## config.mk

```make
export PLATFORM = sky130hd
export DESIGN_NAME = alu_mult_seq_flat
export DESIGN_NICKNAME = d
export VERILOG_FILES = /design/src/rtl/alu_mult_seq_if.sv /design/src/rtl/alu_mult_seq.sv /design/src/flat_wrapper.sv
export SDC_FILE = /design/constraint.sdc
export NUM_CORES = 1
export LEC_CHECK = 0
export CAP_MARGIN = 5
export CORE_MARGIN = 4
export CORE_UTILIZATION = 40
export DETAILED_ROUTE_END_ITERATION = 7
export PLACE_DENSITY = 0.64
export SLEW_MARGIN = 20
export SYNTH_ARGS = -nofsm -noshare
export SYNTH_HDL_FRONTEND = slang
export SYNTH_SLANG_ARGS = --single-unit
```

## constraint.sdc

```tcl
create_clock -name Clk -period 3.2 [get_ports Clk]
set_input_delay 0.64 -clock Clk [delete_from_list [all_inputs] [get_ports Clk]]
set_output_delay 0.64 -clock Clk [all_outputs]
set_load 0.005 [all_outputs]
```

## src/rtl/alu_mult_seq_if.sv

```systemverilog
// Handshake and operand/result bundle for the sequential shift-add multiplier.
// Optional Signed control appears only when ALU_MULT_SIGNED_EN is defined.
interface alu_mult_seq_if #(
  parameter int WIDTH = 32
);
  logic             Start;
  logic             Clear;
  logic [WIDTH-1:0] A;
  logic [WIDTH-1:0] B;
`ifdef ALU_MULT_SIGNED_EN
  logic             Signed;
`endif
  logic             Busy;
  logic             Done;
  logic [WIDTH-1:0] Result_Lo;
  logic [WIDTH-1:0] Result_Hi;

  modport master (
`ifdef ALU_MULT_SIGNED_EN
    output Signed,
`endif
    output Start, Clear, A, B,
    input  Busy, Done, Result_Lo, Result_Hi
  );

  modport slave (
`ifdef ALU_MULT_SIGNED_EN
    input  Signed,
`endif
    input  Start, Clear, A, B,
    output Busy, Done, Result_Lo, Result_Hi
  );
endinterface

```

## src/rtl/alu_mult_seq.sv

```systemverilog
// Iterative shift-add multiplier, one partial product per cycle, feeding the ALU MULT slot and HI path.
// Define ALU_MULT_SIGNED_EN to add the Signed input (two's-complement operands).
//
// state  | meaning
// S_IDLE | waiting for Start; operands latched on Start
// S_RUN  | one add/shift step per cycle, cnt counts down from WIDTH
// S_DONE | single cycle, Done=1, results valid
module alu_mult_seq #(
  parameter int WIDTH = 32,
  parameter int CNT_W = 6
) (
  input  logic          Clk,
  input  logic          Rst_n,
  alu_mult_seq_if.slave bus
);
  localparam int PW = 2 * WIDTH;

  typedef enum logic [1:0] {
    S_IDLE = 2'd0,
    S_RUN  = 2'd1,
    S_DONE = 2'd2
  } state_t;

  state_t           state;
  state_t           state_nxt;
  logic [WIDTH-1:0] mcand;
  logic [WIDTH-1:0] mplier;
  logic [PW-1:0]    acc;
  logic [CNT_W-1:0] cnt;
  logic [WIDTH-1:0] res_lo;
  logic [WIDTH-1:0] res_hi;
  logic [WIDTH:0]   add_sum;
  logic [PW-1:0]    acc_step;
  logic [PW-1:0]    product;
  logic [WIDTH-1:0] a_mag;
  logic [WIDTH-1:0] b_mag;
  logic             last_step;

`ifdef ALU_MULT_SIGNED_EN
  logic neg_q;

  // Magnitude of 0x80..0 wraps to itself, which read unsigned is exactly 2^(WIDTH-1).
  always_comb begin
    a_mag = bus.A;
    b_mag = bus.B;
    if (bus.Signed && bus.A[WIDTH-1]) a_mag = ~bus.A + WIDTH'(1);
    if (bus.Signed && bus.B[WIDTH-1]) b_mag = ~bus.B + WIDTH'(1);
  end
`else
  always_comb begin
    a_mag = bus.A;
    b_mag = bus.B;
  end
`endif

  always_comb begin
    add_sum  = {1'b0, acc[PW-1:WIDTH]} + (mplier[0] ? {1'b0, mcand} : {(WIDTH+1){1'b0}});
    acc_step = {add_sum, acc[WIDTH-1:1]};
`ifdef ALU_MULT_SIGNED_EN
    product  = neg_q ? (~acc_step + PW'(1)) : acc_step;
`else
    product  = acc_step;
`endif
  end

  assign last_step = (cnt == CNT_W'(1));

  always_ff @(posedge Clk or negedge Rst_n) begin
    if (!Rst_n) state <= S_IDLE;
    else        state <= state_nxt;
  end

  always_comb begin
    state_nxt = state;
    case (state)
      S_IDLE:  if (bus.Start) state_nxt = S_RUN;
      S_RUN:   if (last_step) state_nxt = S_DONE;
      S_DONE:  state_nxt = S_IDLE;
      default: state_nxt = S_IDLE;
    endcase
    if (bus.Clear) state_nxt = S_IDLE;
  end

  always_ff @(posedge Clk or negedge Rst_n) begin
    if (!Rst_n) begin
      mcand  <= '0;
      mplier <= '0;
      acc    <= '0;
      cnt    <= '0;
      res_lo <= '0;
      res_hi <= '0;
`ifdef ALU_MULT_SIGNED_EN
      neg_q  <= 1'b0;
`endif
    end else if (!bus.Clear) begin
      if (state == S_IDLE && bus.Start) begin
        mcand  <= a_mag;
        mplier <= b_mag;
        acc    <= '0;
        cnt    <= CNT_W'(WIDTH);
`ifdef ALU_MULT_SIGNED_EN
        neg_q  <= bus.Signed & (bus.A[WIDTH-1] ^ bus.B[WIDTH-1]);
`endif
      end else if (state == S_RUN) begin
        acc    <= acc_step;
        mplier <= mplier >> 1;
        cnt    <= cnt - CNT_W'(1);
        // Results load on the RUN->DONE edge so they line up with Done.
        if (last_step) begin
          res_lo <= product[WIDTH-1:0];
          res_hi <= product[PW-1:WIDTH];
        end
      end
    end
  end

  assign bus.Busy      = (state == S_RUN) || (state == S_DONE);
  assign bus.Done      = (state == S_DONE);
  assign bus.Result_Lo = res_lo;
  assign bus.Result_Hi = res_hi;
endmodule

```

## src/flat_wrapper.sv

```systemverilog
// flat-port wrapper written by rule: the top's interface ports become plain ports
module alu_mult_seq_flat 
#(
  parameter int WIDTH = 32,
  parameter int CNT_W = 6
)
  (Clk, Rst_n, bus_Start, bus_Clear, bus_A, bus_B, bus_Busy, bus_Done, bus_Result_Lo, bus_Result_Hi);
  alu_mult_seq_if #(.WIDTH(WIDTH)) bus_i ();
  input  logic Clk;
  input  logic Rst_n;
  input wire logic [$bits(bus_i.Start)-1:0] bus_Start;
  input wire logic [$bits(bus_i.Clear)-1:0] bus_Clear;
  input wire logic [$bits(bus_i.A)-1:0] bus_A;
  input wire logic [$bits(bus_i.B)-1:0] bus_B;
  output wire logic [$bits(bus_i.Busy)-1:0] bus_Busy;
  output wire logic [$bits(bus_i.Done)-1:0] bus_Done;
  output wire logic [$bits(bus_i.Result_Lo)-1:0] bus_Result_Lo;
  output wire logic [$bits(bus_i.Result_Hi)-1:0] bus_Result_Hi;
  assign bus_i.Start = bus_Start;
  assign bus_i.Clear = bus_Clear;
  assign bus_i.A = bus_A;
  assign bus_i.B = bus_B;
  assign bus_Busy = bus_i.Busy;
  assign bus_Done = bus_i.Done;
  assign bus_Result_Lo = bus_i.Result_Lo;
  assign bus_Result_Hi = bus_i.Result_Hi;
  alu_mult_seq #(.WIDTH(WIDTH), .CNT_W(CNT_W)) u_core (.Clk(Clk), .Rst_n(Rst_n), .bus(bus_i));
endmodule
```

==> flow_summary.json, run 1 <==
{
  "status": "completed",
  "hold_fix_buffers_at_cts": 0,
  "latest_clock_arrival_within_the_worst_skew_pair_ps": 430,
  "die_area_um2": 27300,
  "top_level_ports": 134,
  "design.core.area_um2": 24300,
  "crit_path_max_fanout": 12,
  "grt_overflow_total": 0,
  "syn-mean-instance-area_um2": 9.55,
  "yosys_warnings": 0,
  "regToRegStartpoint": "u_core.mplier[0]$_DFFE_PN0P_",
  "grt_start_max_net_pins": 69,
  "ys_seq_elements": 199,
  "r2r-end": "u_core.bus.Result_Hi[26]$_DFFE_PN0P_",
  "netlist_instances": 1034,
  "worst-setup-path-type": "register to register",
  "vias_per_cell": 5.19,
  "drt-pass1-iter-count": 5,
  "synth_area_um2": 9880,
  "post_route_cells_drive_above_1_share_pct": 7.96,
  "first_global_vias": 7793,
  "fill_cells": 2288,
  "synth_edf_count": 0,
  "yosys.cell_types.count": 58,
  "placement.io_buffers": 133,
  "post-cts-setup-buffers": 0,
  "gp_congestion": 0.911,
  "final_nets": 1262,
  "worst-r2r-setup-slack_ps": 220,
  "post-synth-top-count-cell": "nand2_1",
  "synth_fp_nets": 1141,
  "place_inst": 1460,
  "clock-root-buffer": "clkbuf_16",
  "synth_top_cells_by_area": "dfrtp_1 (50%), nand2_1 (11%), ha_1 (4.8%), a22o_1 (4.7%), mux2i_1 (3.1%)",
  "finalWirelength_um": 24300,
  "worst-r2r-cell-count": 10,
  "route.detailed.wl_per_inst_um": 16.3,
  "detailedPlacementHpwl_um": 17400,
  "area_growth_syn_to_layout_pct": 24.7,
  "fin_worst_hold_slack_ps": 204,
  "post-layout-total-power_w": 0.00811,
  "setup.worst_path.start_class": "register",
  "fmax_mhz": 335,
  "synth_async_sr_flop_share_pct": 100,
  "grt.total_usage_pct": 18.3,
  "drv.max_cap_violation_count": 0,
  "tritoncts.num_buffers": 17,
  "initialDrtViolationCount": 519,
  "worst_clock_skew_ps": 13.1,
  "die_height_um": 165,
  "endpoint_kind": "register",
  "netlist.top_cell.by_area": "dfrtp_1",
  "grt_setup_unrepaired": "false",
  "timing.final.hold_violations": 0,
  "yosys.area.top_type_share_pct": 50.4,
  "layout_min_cycle_time_ps": 2980,
  "required_ps": 3560,
  "finalSetupViolations": 0,
  "synth_ff_type": "dfrtp_1",
  "peakVddDrop_v": 0.000316,
  "slew_headroom_pct": 59.4,
  "critical_path_arrival_ps": 3340,
  "grt_pass1_wl_um": 40400,
  "cts_tree": "built",
  "fp.dieW_um": 165,
  "min_period_over_period_pct": 93.2,
  "final_antenna_net_count": 0,
  "cts_buffer_depth": 2,
  "fin_tns_setup_ps": 0,
  "clkSinkCount": 199,
  "post-route-drc-count": 0,
  "detailroute.via_count": 7743,
  "clk_transition_reported_paths_ps": 80,
  "finish.cell_count_without_fillers": 1492,
  "post_cts.resized_instances": 0,
  "diodes": 0,
  "grt_antenna_before_repair": 0,
  "static-leakage-power_nw": 6.03,
  "sequential_element_share_of_the_synthesized_area_pct": 50.4,
  "cts_max_level": 4,
  "power-per-cell-area_nw_per_um2": 659,
  "tightestPinTransition_ps": 609,
  "min_path_type": "input port to asynchronous set/reset pin",
  "synth.cells.most_frequent": "nand2_1 (300), dfrtp_1 (199), o21ai_0 (61)",
  "initial_core_util_pct": 40.6,
  "drv_slew": 0,
  "row_count": 57
}
kinds of logic after synthesis:
family	count (synthesis)	share of synthesized area, %
and+or+nand+nor	426	18.8
AOI/OAI and AO/OA	228	16.0
DFF	199	50.4
buffers and inverters	72	2.81
muxes	45	4.74
adders and majority gates	39	5.02
xor gates and xnor gates	25	2.22
report_power, final:
group | internal [W] | total (W) | switching [W]
clock | 0.00115 | 0.00223 | 0.00108
sequential | 0.00305 | 0.00340 | 0.000352
combinational | 0.00104 | 0.00248 | 0.00144
total | 0.00524 | 0.00811 | 0.00287
cell usage in the layout (no fill, tap or decap), types with 23 or more instances in the layout:
master	Yosys	routed
nand2_1	300	299
buf_4	1	23
a21oi_1	35	35
ha_1	38	38
and2_1	37	36
clkdlybuf4s50_1	0	132
a22o_1	53	53
dfrtp_1	199	199
o21ai_0	61	60
mux2i_1	31	31
metal layers:
| layer | wire [um] | share of wire, % | track usage, % | vias up |
|---|---|---|---|---|
| met3 | 1270 | 5.2 | 3.20 | 25 |
| li1 | - | - | - | 3826 |
| met2 | 11000 | 45 | 28.8 | 180 |
| met4 | 391 | 1.6 | 4.91 | 0 |
| met5 | 0 | 0 | 0 | - |
| met1 | 11700 | 48 | 26.3 | 3712 |
cell type report:
cell class / instances / area (um2) / share of cell area [%]
clock inverter: 14 / 175 / 1.42
clock buffer: 18 / 439 / 3.57
tap: 324 / 405 / 3.29
multi-input combinational: 763 / 4640 / 37.7
inverter: 12 / 45.0 / 0.366
timing repair buffer: 162 / 1630 / 13.2
sequential: 199 / 4980 / 40.4
how the worst max path moves through the flow:
stage	startpoint	to	slack, ps	cells after the start
floorplan	u_core.mplier[0]$_DFFE_PN0P_	u_core.bus.Result_Hi[31]$_DFFE_PN0P_	440	10
detailed placement	u_core.mplier[0]$_DFFE_PN0P_	u_core.bus.Result_Hi[29]$_DFFE_PN0P_	240	11
global placement	u_core.mplier[0]$_DFFE_PN0P_	u_core.bus.Result_Hi[29]$_DFFE_PN0P_	300	11
finish	u_core.mplier[0]$_DFFE_PN0P_	u_core.bus.Result_Hi[26]$_DFFE_PN0P_	220	10
global route	u_core.mplier[0]$_DFFE_PN0P_	u_core.bus.Result_Hi[31]$_DFFE_PN0P_	20	10
CTS	u_core.mplier[0]$_DFFE_PN0P_	u_core.bus.Result_Hi[29]$_DFFE_PN0P_	220	11
critical path, cell delays in order (launching register included):
cell,delay (ps)
dfrtp_1,460
buf_4,210
and2_1,140
ha_1,350
and2_1,200
nand4_1,110
o21ai_1,180
and4_1,450
o21ai_1,270
or4_1,450
nand3_1,90
state kept, by name, summed over array words and instances, names as in the netlist:
name / flops
u_core.mplier: 32
u_core.bus.Result_Hi: 32
u_core.state: 2
u_core.cnt: 6
u_core.acc: 63
u_core.mcand: 32
u_core.bus.Result_Lo: 32
metrics by stage:
step                      cell area, um2  worst slack [ps]  util, %
after floorplan                     9880               443        -
after global placement             11700               302     48.1
after detailed placement           11700               240     48.1
after CTS                          12300               220     50.6
after global routing               12300              16.0     50.6
final                              12300               216     50.6
Note: power is estimated with default switching activity, not from simulation.
==> run 2, diff against run 1 <==
Clock period 3.2 ns to 3.7 ns, I/O delays scaled along.
==> flow_summary.json, run 2 (same netlist as run 1, synthesis figures left out) <==
{
  "fin_tns_setup_ps": 0,
  "die_area_um2": 27300,
  "post_cts.resized_instances": 0,
  "finalSetupViolations": 0,
  "diodes": 0,
  "cts_max_level": 4,
  "finalWirelength_um": 24200,
  "static-leakage-power_nw": 5.95,
  "first_global_vias": 7492,
  "clock-root-buffer": "clkbuf_16",
  "status": "completed",
  "wire_length_on_met3_um": 1270,
  "grt.total_usage_pct": 18.0,
  "setup.worst_path.start_class": "register",
  "fmax_mhz": 293,
  "wl_met1_um": 11700,
  "max_flop_register": "u_core.acc",
  "gp_congestion": 0.920,
  "design.core.area_um2": 24300,
  "route.detailed.wl_per_inst_um": 16.4,
  "min_period_over_period_pct": 92.2,
  "critical_path_arrival_ps": 3770,
  "detailedPlacementHpwl_um": 16700,
  "total_switching_power_w": 0.00248,
  "top_level_ports": 134,
  "drv.max_cap_violation_count": 0,
  "cts_tree": "built",
  "slew_headroom_pct": 49.5,
  "row_count": 57,
  "vias_per_cell": 5.23,
  "fp.dieW_um": 165,
  "power.share.combinational_pct": 30.0,
  "drv_slew": 0,
  "peakVddDrop_v": 0.000266,
  "power-per-cell-area_nw_per_um2": 571,
  "clk_transition_reported_paths_ps": 80,
  "die_height_um": 165,
  "area_growth_syn_to_layout_pct": 23.1,
  "top_layer": "met4",
  "final_antenna_net_count": 0,
  "final_core_utilization_pct": 50.0,
  "clkSinkCount": 199,
  "worst-setup-path-type": "register to register",
  "layout_commonest_cell": "nand2_1",
  "required_ps": 4060,
  "worst_clock_skew_ps": 13.8,
  "crit_path_max_fanout": 23,
  "clock_power_share_pct": 27.6,
  "endpoint_kind": "register",
  "drt-pass1-iter-count": 5,
  "initial_core_util_pct": 40.6,
  "tightestPinTransition_ps": 757,
  "hold_fix_buffers_at_cts": 0,
  "post-route-drc-count": 0,
  "grt_setup_unrepaired": "false",
  "detailroute.via_count": 7735,
  "post_route_cells_drive_above_1_share_pct": 6.85,
  "grt_pass1_wl_um": 39400,
  "fin_worst_hold_slack_ps": 343,
  "largest_register_ff_count": 63,
  "most-common-layout-cells": "nand2_1 (299), dfrtp_1 (199), clkdlybuf4s50_1 (132)",
  "grt_antenna_before_repair": 0,
  "placement.io_buffers": 133,
  "min_path_type": "input port to asynchronous set/reset pin",
  "cts_buffer_depth": 2,
  "initialDrtViolationCount": 512,
  "layout_min_cycle_time_ps": 3410,
  "grt_start_max_net_pins": 131,
  "grt_overflow_total": 0,
  "final_nets": 1248,
  "timing.final.hold_violations": 0,
  "cellInternalPower_w": 0.00446,
  "pwr-share-seq_pct": 42.4,
  "fill_cells": 2281,
  "latest_clock_arrival_within_the_worst_skew_pair_ps": 430,
  "met2_wirelength_um": 10900,
  "post-cts-setup-buffers": 0,
  "tritoncts.num_buffers": 17,
  "switching_share_pct": 35.7
}
[run 2: cell types whose count changed in the layout (fill, tap and decap cells not counted), sizes merged]
cell	delta
buf	-14
clkbuf	-1
inv	+1
[run 2: routing by layer]
| metal | GRT usage, % | vias up |
|---|---|---|
| met3 | 3.45 | 23 |
| met1 | 25.6 | 3738 |
| met4 | 4.99 | 0 |
| met2 | 28.2 | 184 |
| met5 | 0 | - |
| li1 | - | 3790 |
[run 2: final timing paths]
check	endpoint	cells after the start	slack, ps	from
setup reg to reg	u_core.bus.Result_Hi[26]$_DFFE_PN0P_	10	290	u_core.mplier[0]$_DFFE_PN0P_
setup / recovery	u_core.bus.Result_Hi[26]$_DFFE_PN0P_	10	290	u_core.mplier[0]$_DFFE_PN0P_
hold reg to reg	u_core.bus.Result_Lo[28]$_DFFE_PN0P_	2	480	u_core.bus.Result_Lo[28]$_DFFE_PN0P_
min in group Clk	u_core.bus.Result_Lo[28]$_DFFE_PN0P_	2	480	u_core.bus.Result_Lo[28]$_DFFE_PN0P_
hold / removal	u_core.bus.Result_Lo[9]$_DFFE_PN0P_	1	340	Rst_n
max in group asynchronous	u_core.acc[48]$_DFFE_PN0P_	2	2530	Rst_n
[run 2: metrics by stage]
step | cell area [um2] | worst slack (ps) | std cells | total power, W
after floorplan | 9880 | 943 | 1034 | 0.00433
after global placement | 11600 | 504 | 1446 | 0.00502
after detailed placement | 11600 | 388 | 1446 | 0.00508
after CTS | 12200 | 349 | 1478 | 0.00699
after global routing | 12200 | 134 | 1478 | 0.00739
final | 12200 | 290 | 1478 | 0.00694
[run 2: worst max-delay path: stages (launching register included)]
cell	delay, ps
dfrtp_1	510
buf_4	280
and2_1	160
ha_1	360
and2_1	200
nand4_1	110
o21ai_1	320
and4_1	510
o21ai_1	320
or4_1	480
nand3_1	90
[run 2: power groups by stage]
| stage | Combinational, W | Clock [W] | Sequential [W] |
|---|---|---|---|
| global placement | 0.00205 | 0 | 0.00297 |
| floorplan | 0.00146 | 0 | 0.00287 |
| global route | 0.00234 | 0.00204 | 0.00300 |
| CTS | 0.00210 | 0.00195 | 0.00294 |
| finish | 0.00208 | 0.00191 | 0.00294 |
| detailed placement | 0.00210 | 0 | 0.00298 |
[run 2: layout make-up]
cell class	count	area, um2	share of cell area (%)
sequential	199	4980	41.0
multi-input combinational	763	4640	38.2
timing repair buffer	148	1490	12.2
clock buffer	17	425	3.50
tap	324	405	3.33
clock inverter	15	175	1.44
inverter	12	45.0	0.370
==> run 3, diff against run 2 <==
--- a/config.mk
+++ b/config.mk
@@ -7,2 +7,3 @@
 export LEC_CHECK = 0
+export ABC_CLOCK_PERIOD_IN_PS = 3700
 export CAP_MARGIN = 5
==> constraint.sdc (replaced) <==
create_clock -name Clk -period 3.7 [get_ports Clk]
set_input_delay 0.37 -clock Clk [delete_from_list [all_inputs] [get_ports Clk]]
set_output_delay 0.37 -clock Clk [all_outputs]
set_load 0.005 [all_outputs]
==> flow_summary.json, run 3 (same netlist as run 1, synthesis figures left out) <==
{
  "row_count": 57,
  "layout_min_cycle_time_ps": 3360,
  "status": "completed",
  "die_area_um2": 27300,
  "critical_path.slowest_cell": "and4_1",
  "largest_register_ff_count": 63,
  "endpoint_kind": "register",
  "drt-pass1-iter-count": 4,
  "area_growth_syn_to_layout_pct": 22.6,
  "power-per-cell-area_nw_per_um2": 566,
  "cellInternalPower_w": 0.00444,
  "gp_congestion": 0.878,
  "clk_transition_reported_paths_ps": 80,
  "grt_pass1_wl_um": 39600,
  "fp.dieW_um": 165,
  "grt_setup_unrepaired": "false",
  "grt.total_usage_pct": 18.0,
  "place_inst": 1443,
  "layout_commonest_cell": "nand2_1",
  "total_switching_power_w": 0.00242,
  "preCtsSetupSlack_ps": 389,
  "min_path_type": "input port to asynchronous set/reset pin",
  "tritoncts.num_buffers": 17,
  "setup.worst_path.start_class": "register",
  "die_height_um": 165,
  "required_ps": 4060,
  "peakVddDrop_v": 0.000310,
  "finalWirelength_um": 23700,
  "drv.max_cap_violation_count": 0,
  "hold_fix_buffers_at_cts": 0,
  "max_flop_register": "u_core.acc",
  "detailroute.via_count": 7738,
  "timing.final.hold_violations": 0,
  "post-cts-setup-buffers": 0,
  "final_nets": 1245,
  "pwr-share-seq_pct": 43.0,
  "tightestPinTransition_ps": 916,
  "placement.io_buffers": 133,
  "cts_tree": "built",
  "cts_buffer_depth": 2,
  "post_cts.resized_instances": 0,
  "slew_headroom_pct": 38.9,
  "critical_path_arrival_ps": 3720,
  "worst_slack_ps": 342,
  "detailedPlacementHpwl_um": 16300,
  "fill_cells": 2298,
  "initial_core_util_pct": 40.6,
  "fin_tns_setup_ps": 0,
  "grt_overflow_total": 0,
  "route.detailed.wl_per_inst_um": 16.1,
  "first_global_vias": 7595,
  "post-layout-total-power_w": 0.00686,
  "post-route-drc-count": 0,
  "drv_slew": 0,
  "top_level_ports": 134,
  "fmax_mhz": 298,
  "clkSinkCount": 199,
  "finish.cell_count_without_fillers": 1474,
  "initialDrtViolationCount": 496,
  "vias_per_cell": 5.25,
  "worst_clock_skew_ps": 16.2,
  "switching_share_pct": 35.3,
  "clock_power_share_pct": 26.9,
  "power.share.combinational_pct": 30.1,
  "finalSetupViolations": 0,
  "design.core.area_um2": 24300,
  "grt_antenna_before_repair": 0,
  "diodes": 0,
  "final_antenna_net_count": 0,
  "worst-setup-path-type": "register to register",
  "post_route_cells_drive_above_1_share_pct": 6.43,
  "most-common-layout-cells": "nand2_1 (299), dfrtp_1 (199), clkdlybuf4s50_1 (132)",
  "latest_clock_arrival_within_the_worst_skew_pair_ps": 440,
  "static-leakage-power_nw": 5.92,
  "min_period_over_period_pct": 90.8,
  "grt_start_max_net_pins": 131,
  "cts_max_level": 4,
  "crit_path_max_fanout": 19,
  "critical_path.max_stage_delay_ps": 540,
  "clock-root-buffer": "clkbuf_16",
  "worstPathCellList": "buf_4 -> and2_1 -> ha_1 -> and2_1 -> nand4_1 -> o21ai_1 -> and4_1 -> o21ai_1 -> or4_1 -> nand3_1"
}
run 3: cell types whose count changed in the layout (fill, tap and decap cells not counted), sizes merged:
cell	change
inv	-5
buf	-3
clkinv	+3
clkbuf	+1
run 3: cell type report:
type                       count  area [um2]  area share [%]
sequential                   199        4980            41.1
multi-input combinational    763        4640            38.3
timing repair buffer         145        1460            12.1
clock buffer                  18         429            3.54
tap                          324         405            3.35
clock inverter                13         148            1.22
inverter                      12        45.0           0.372
run 3: metal layers:
| metal | part of all wire, % | GRT usage [%] | vias up | routed length, um |
|---|---|---|---|---|
| met5 | 0 | 0 | - | 0 |
| li1 | - | - | 3786 | - |
| met3 | 5.6 | 3.85 | 22 | 1340 |
| met2 | 46 | 28.2 | 201 | 10800 |
| met4 | 1.0 | 4.84 | 0 | 249 |
| met1 | 48 | 25.5 | 3729 | 11300 |
run 3: worst max-delay path: cells and delay by family (launching register included):
kind                     cells  cell delay [ps]
adder cells (fa/ha/maj)      1              350
buffers and inverters        1              260
AO/OA/AOI/OAI                2              610
flip-flops                   1              520
AND/OR/NAND/NOR              6             1560
run 3: final timing paths:
kind / endpoint / startpoint / slack, ps / cells past startpoint
hold reg to reg: u_core.bus.Result_Lo[26]$_DFFE_PN0P_ / u_core.bus.Result_Lo[26]$_DFFE_PN0P_ / 470 / 2
setup / recovery: u_core.bus.Result_Hi[26]$_DFFE_PN0P_ / u_core.mplier[0]$_DFFE_PN0P_ / 340 / 10
setup reg to reg: u_core.bus.Result_Hi[26]$_DFFE_PN0P_ / u_core.mplier[0]$_DFFE_PN0P_ / 340 / 10
hold / removal: u_core.bus.Result_Lo[9]$_DFFE_PN0P_ / Rst_n / 60 / 1
max in group asynchronous: u_core.bus.Result_Hi[16]$_DFFE_PN0P_ / Rst_n / 2730 / 2
min in group Clk: u_core.mcand[26]$_DFFE_PN0P_ / bus_A[26] / 460 / 3
run 3: stage by stage:
stage | utilization (%) | hold WS, ps | area (um2)
2_1_floorplan | - | 74.4 | 9880
3_3_place_gp | 47.4 | 458 | 11500
3_5_place_dp | 47.4 | 456 | 11500
4_1_cts | 49.8 | 110 | 12100
5_1_grt | 49.8 | 131 | 12100
6_report | 49.8 | 59.0 | 12100
run 3: power groups by stage:
stage	Sequential [W]	Clock (W)	Combinational (W)
after CTS	0.00296	0.00188	0.00209
after global routing	0.00301	0.00199	0.00235
after floorplan	0.00287	0	0.00146
after global placement	0.00299	0	0.00205
final	0.00295	0.00184	0.00206
after detailed placement	0.00299	0	0.00209
